File: src/rtl/fetch_stage_pkg.sv
// Shared fetch constants and the queue entry layout.
//   WORD_SIZE        - instruction / address width
//   RESET_PC_DEFAULT - default PC after reset
//   FETCH_Q_DEPTH    - default output queue depth
//   MISS_MAX         - saturation value of the miss counter
//   fq_entry_t       - {pc, inst} queue entry (64 bits)
package fetch_stage_pkg;
    localparam int          WORD_SIZE        = 32;
    localparam logic [31:0] RESET_PC_DEFAULT = 32'h0000_0000;
    localparam int          FETCH_Q_DEPTH    = 2;
    localparam logic [15:0] MISS_MAX         = 16'hFFFF;

    typedef struct packed {
        logic [WORD_SIZE-1:0] pc;
        logic [WORD_SIZE-1:0] inst;
    } fq_entry_t;
endpackage

File: src/rtl/fetch_queue.sv
// Synchronous FIFO holding fetched {pc, inst} pairs for decode.
//   enq/enq_data - push an entry
//   deq          - pop the head
//   flush        - empty the queue (wins over enq/deq)
//   count        - current occupancy
//   head_data    - head entry (stale/zero when empty)
//   empty/full   - occupancy flags
module fetch_queue
    import fetch_stage_pkg::*;
#(
    parameter int DEPTH = FETCH_Q_DEPTH
) (
    input  logic                     clk,
    input  logic                     rst_n,
    input  logic                     enq,
    input  fq_entry_t                enq_data,
    input  logic                     deq,
    input  logic                     flush,
    output logic [$clog2(DEPTH):0]   count,
    output fq_entry_t                head_data,
    output logic                     empty,
    output logic                     full
);
    localparam int AW = $clog2(DEPTH);

    fq_entry_t       mem_q [DEPTH];
    logic [AW-1:0]   rd_q, wr_q;
    logic [AW:0]     cnt_q;

    always_ff @(posedge clk or negedge rst_n) begin
        if (!rst_n) begin
            rd_q  <= '0;
            wr_q  <= '0;
            cnt_q <= '0;
            for (int i = 0; i < DEPTH; i++) mem_q[i] <= '0;
        end else if (flush) begin
            rd_q  <= '0;
            wr_q  <= '0;
            cnt_q <= '0;
        end else begin
            if (enq) begin
                mem_q[wr_q] <= enq_data;
                wr_q        <= wr_q + AW'(1);
            end
            if (deq) rd_q <= rd_q + AW'(1);
            cnt_q <= cnt_q + (AW+1)'(enq) - (AW+1)'(deq);
        end
    end

    assign count     = cnt_q;
    assign head_data = mem_q[rd_q];
    assign empty     = (cnt_q == '0);
    assign full      = (cnt_q == (AW+1)'(DEPTH));
endmodule

File: src/rtl/fetch_stage.sv
// Instruction fetch stage in front of a 1-cycle-latency instruction cache.
//   clk, rst_n         - clock, async active-low reset
//   ic_addr            - fetch address (the PC register)
//   ic_hit, ic_inst    - cache hit (same cycle), data (next cycle)
//   redirect_valid/pc  - flush and restart at a new word-aligned PC
//   if_valid/ready     - decode handshake; if_inst/if_pc carry the head
//   miss_cycles        - saturating count of issue attempts that missed
module fetch_stage
    import fetch_stage_pkg::*;
#(
    parameter logic [31:0] RESET_PC = RESET_PC_DEFAULT,
    parameter int          Q_DEPTH  = FETCH_Q_DEPTH
) (
    input  logic        clk,
    input  logic        rst_n,
    output logic [31:0] ic_addr,
    input  logic        ic_hit,
    input  logic [31:0] ic_inst,
    input  logic        redirect_valid,
    input  logic [31:0] redirect_pc,
    output logic        if_valid,
    input  logic        if_ready,
    output logic [31:0] if_inst,
    output logic [31:0] if_pc,
    output logic [15:0] miss_cycles
);
    localparam int CW = $clog2(Q_DEPTH) + 1;

    logic [31:0]   pc_q, pc_d;
    logic          inflight_q, inflight_d;
    logic [31:0]   inflight_pc_q, inflight_pc_d;
    logic [15:0]   miss_q, miss_d;

    logic [CW-1:0] q_count;
    fq_entry_t     q_head, q_in;
    logic          q_empty, q_full, q_enq, q_deq;
    logic          deq, issue;
    logic [CW:0]   occ;

    assign deq = if_valid & if_ready;

    // Credit counts the in-flight word too, so a returning hit always has a slot.
    assign occ   = {1'b0, q_count} + (CW+1)'(inflight_q) - (CW+1)'(deq);
    assign issue = ~redirect_valid & (occ < (CW+1)'(Q_DEPTH));

    assign q_enq = inflight_q & ~redirect_valid;
    assign q_deq = deq & ~redirect_valid;
    assign q_in  = '{pc: inflight_pc_q, inst: ic_inst};

    always_comb begin
        pc_d          = pc_q;
        inflight_d    = 1'b0;
        inflight_pc_d = inflight_pc_q;
        miss_d        = miss_q;
        if (redirect_valid) begin
            pc_d = redirect_pc & ~32'h3;
        end else if (issue && ic_hit) begin
            inflight_d    = 1'b1;
            inflight_pc_d = pc_q;
            pc_d          = pc_q + 32'd4;
        end else if (issue && miss_q != MISS_MAX) begin
            // Cache refills on this edge; the next cycle simply retries.
            miss_d = miss_q + 16'd1;
        end
    end

    always_ff @(posedge clk or negedge rst_n) begin
        if (!rst_n) begin
            pc_q          <= RESET_PC;
            inflight_q    <= 1'b0;
            inflight_pc_q <= '0;
            miss_q        <= '0;
        end else begin
            pc_q          <= pc_d;
            inflight_q    <= inflight_d;
            inflight_pc_q <= inflight_pc_d;
            miss_q        <= miss_d;
        end
    end

    fetch_queue #(.DEPTH(Q_DEPTH)) u_queue (
        .clk       (clk),
        .rst_n     (rst_n),
        .enq       (q_enq),
        .enq_data  (q_in),
        .deq       (q_deq),
        .flush     (redirect_valid),
        .count     (q_count),
        .head_data (q_head),
        .empty     (q_empty),
        .full      (q_full)
    );

    assign ic_addr     = pc_q;
    assign if_valid    = ~q_empty;
    assign if_inst     = q_head.inst;
    assign if_pc       = q_head.pc;
    assign miss_cycles = miss_q;

    a_no_overflow: assert property (@(posedge clk) disable iff (!rst_n)
        !(q_enq && q_full && !q_deq));
endmodule

File: config.mk
export PLATFORM = sky130hd
export DESIGN_NAME = fetch_stage
export DESIGN_NICKNAME = d
export VERILOG_FILES = /design/src/rtl/fetch_stage_pkg.sv /design/src/rtl/fetch_queue.sv /design/src/rtl/fetch_stage.sv
export SDC_FILE = /design/constraint.sdc
export NUM_CORES = 1
export LEC_CHECK = 0
export ABC_AREA = 1
export CAP_MARGIN = 0
export CORE_ASPECT_RATIO = 0.8
export CORE_MARGIN = 5
export CORE_UTILIZATION = 40
export DETAILED_ROUTE_END_ITERATION = 10
export PLACE_DENSITY_LB_ADDON = 0.25
export SYNTH_ARGS = -nofsm -noshare
export SYNTH_HDL_FRONTEND = slang
export SYNTH_SLANG_ARGS = --single-unit
File: constraint.sdc
create_clock -name clk -period 3.35 [get_ports clk]
set_input_delay 0.5025 -clock clk [delete_from_list [all_inputs] [get_ports clk]]
set_output_delay 0.5025 -clock clk [all_outputs]
set_load 0.01 [all_outputs]
==> impl_metrics.env <==
export IMPL_post_route_drc_count=0
export IMPL_fin_tns_setup_ns=0
export IMPL_grt_overflow=0
export IMPL_drive_above_1_share=0.05310
export IMPL_status="finished, final reports clean"
export IMPL_crit_type="flip-flop to flip-flop"
export IMPL_cts_resized=0
export IMPL_reg2reg_from="u_queue.count[1]"
export IMPL_htreeDepth=1
export IMPL_yosysTopAreaCellShare=0.5182
export IMPL_synth_top_cell_by_area="dfrtp_1"
export IMPL_tightestPinTransition_ns=0.7262
export IMPL_ff2ff_setup_slack_ns=0.47
export IMPL_cts_hold_buf=0
export IMPL_synth_cell_types=34
export IMPL_cts_path_max_buffers=3
export IMPL_yosys_top_cells_area="dfrtp_1 52%, nand2_1 21%, o21ai_0 6.5%"
export IMPL_antenna_cells=0
export IMPL_grt_pass1_wl_um=41750
export IMPL_drt_iter0_markers=637
export IMPL_firstDrtPassIters=5
export IMPL_finalInstanceArea_um2=12730
export IMPL_wl_per_cell_um=14.30
export IMPL_hp_class="primary input to asynchronous set/reset pin"
export IMPL_p_per_area_nw_per_um2=785.6
export IMPL_drt_total_wl_um=25550
export IMPL_finalSetupViolations=0
export IMPL_yosys_warnings=0
export IMPL_crit_fanout=8
export IMPL_postPlaceCellArea_um2=11990
export IMPL_hpwl_um=17590
export IMPL_insertion_delay_ns=0.50
export IMPL_start_kind="flip-flop"
export IMPL_grt_pass1_vias=8130
export IMPL_tritoncts="done"
export IMPL_seq_area_frac_synth=0.5182
export IMPL_fp_coreArea_um2=24380
export IMPL_gp_congestion=0.9520
export IMPL_rows=51
export IMPL_start_util=0.4061
export IMPL_clock_root_buffer="clkbuf_16"
export IMPL_rr_worst_depth=15
export IMPL_grtUsageTotal=0.1821
export IMPL_clk_pin_slew_ns=0.06
export IMPL_synthesis_area_um2=9899
export IMPL_p_leak_nw=6.261
export IMPL_fin_crit_sh=0.8608
export IMPL_antenna_found_initial=0
export IMPL_syn_to_final_growth_pct=28.64
export IMPL_synthTopCellsByCount="562 x nand2_1, 205 x dfrtp_1, 129 x o21ai_0"
export IMPL_viasPerCell=4.770
export IMPL_via_count=8524
export IMPL_clkSinkCount=205
export IMPL_fillers=2338
export IMPL_synth_seq_cells=205
export IMPL_postRouteAntennaNets=0
export IMPL_grt_start_max_net_pins=109
export IMPL_ioPinCount=182
export IMPL_arrival_ns=3.27
export IMPL_critPathRequiredTime_ns=3.73
export IMPL_fin_nets=1529
export IMPL_synth_area_per_cell_um2=7.644
export IMPL_startpoint="u_queue.count[1]"
export IMPL_min_period_ns=2.884
export IMPL_hold_viol=0
export IMPL_max_freq_mhz=346.8
export IMPL_die_height_um=150.7
export IMPL_synth_edf_count=0
export IMPL_ir_worst_vdd_uv=360.3
export IMPL_io_buffers=175
export IMPL_numCtsBuffers=23
export IMPL_syn_inst=1295
export IMPL_rsz0062_at_grt="false"
export IMPL_drv_cap=0
export IMPL_post_cts_buffers=0
export IMPL_async_flop_share=1.000
export IMPL_worstReg2RegEnd="ic_addr[27]"
export IMPL_fin_skew_ns=0.01431
export IMPL_synth_flop_cell="dfrtp_1"
export IMPL_end_kind="flip-flop"
export IMPL_dieArea_um2=28010
export IMPL_die_x_um=185.9
export IMPL_slew_viol_final=0
export IMPL_slew_headroom=0.5159
export IMPL_yosysMostFrequentCell="nand2_1"
cells in the final DEF (no fill, tap or decap), types with 6 or more instances in the layout:
| cell | Yosys | routed |
|---|---|---|
| nand2_1 | 562 | 560 |
| buf_12 | 0 | 6 |
| buf_4 | 4 | 9 |
| o21ai_0 | 129 | 129 |
| inv_1 | 123 | 123 |
| clkbuf_8 | 0 | 8 |
| xnor2_1 | 12 | 12 |
| o21ai_1 | 49 | 49 |
| clkdlybuf4s50_1 | 0 | 174 |
| xor2_1 | 8 | 8 |
| nand3_1 | 56 | 56 |
| clkbuf_16 | 0 | 23 |
| nor2_2 | 6 | 6 |
| dfrtp_1 | 205 | 204 |
| nor2_1 | 48 | 48 |
metal layers:
layer,vias to the layer above,wire (um),share of wire,global-route usage
met5,-,0,0,0
met4,0,487,0.019,0.03460
met3,37,1910,0.075,0.04396
met2,266,10210,0.40,0.2612
met1,3884,12940,0.51,0.2813
li1,4337,-,-,-
metrics by stage:
step	hold slack [ns]	instances	setup slack [ns]	utilization	total power, mW
finish	0.06135	1787	0.4664	0.5224	10.00
global route	0.09189	1787	0.2533	0.5224	10.78
CTS	0.07149	1787	0.4519	0.5224	10.13
detailed placement	0.4725	1747	0.1994	0.4920	7.629
global placement	0.4651	1747	0.2438	0.4920	7.533
floorplan	0.2069	1298	0.6633	-	5.832
final cells by class:
cell class / count / area (um2) / area share
sequential: 205 / 5131 / 0.4029
timing repair buffer: 190 / 1943 / 0.1526
clock buffer: 35 / 690.7 / 0.05423
multi-input combinational: 906 / 4041 / 0.3174
clock inverter: 5 / 50.05 / 0.003930
inverter: 128 / 480.5 / 0.03773
tap: 318 / 397.9 / 0.03124
worst max-delay path, stage by stage, from the launching register on:
cell and delay, ns:
dfrtp_1 0.46, inv_2 0.09, nand2_1 0.09, nand2_1 0.15
inv_1 0.06, ha_1 0.26, or2_2 0.31, fa_1 0.52
inv_1 0.07, nor2_4 0.11, nand4_4 0.11, nand2_2 0.17
buf_4 0.19, o21ai_0 0.08, inv_1 0.06, nand2_1 0.04
power breakdown:
| part | total, mW | internal [mW] | switching, mW | leakage (nW) |
|---|---|---|---|---|
| clock network | 2.44 | 1.49 | 0.956 | 0.369 |
| logic | 3.50 | 1.67 | 1.83 | 3.26 |
| registers | 4.06 | 3.41 | 0.642 | 2.63 |
cells by family after synthesis:
group	count (synthesis)	synth area share
DFF	205	0.5182
xor gates and xnor gates	20	0.01769
and+or+nand+nor	693	0.2848
adders and majority gates	6	0.008342
other	1	0.0003788
buffers and inverters	187	0.07621
AOI/OAI and AO/OA	183	0.09441
state kept, by name, indices dropped and copies added, names as in the netlist:
signal / count
inflight_pc_q: 30
u_queue.wr_q: 1
miss_cycles: 16
ic_addr: 30
inflight_q: 1
u_queue.mem_q: 124
u_queue.rd_q: 1
u_queue.count: 2
how the worst max path moves through the flow:
stage / end / slack (ns) / cells past startpoint
finish: ic_addr[27] / 0.47 / 15
global route: ic_addr[14] / 0.25 / 14
CTS: ic_addr[27] / 0.45 / 15
detailed placement: miss_cycles[14] / 0.20 / 12
global placement: ic_addr[21] / 0.24 / 14
floorplan: ic_addr[19] / 0.66 / 15
Note: power is estimated with default switching activity, not from simulation.
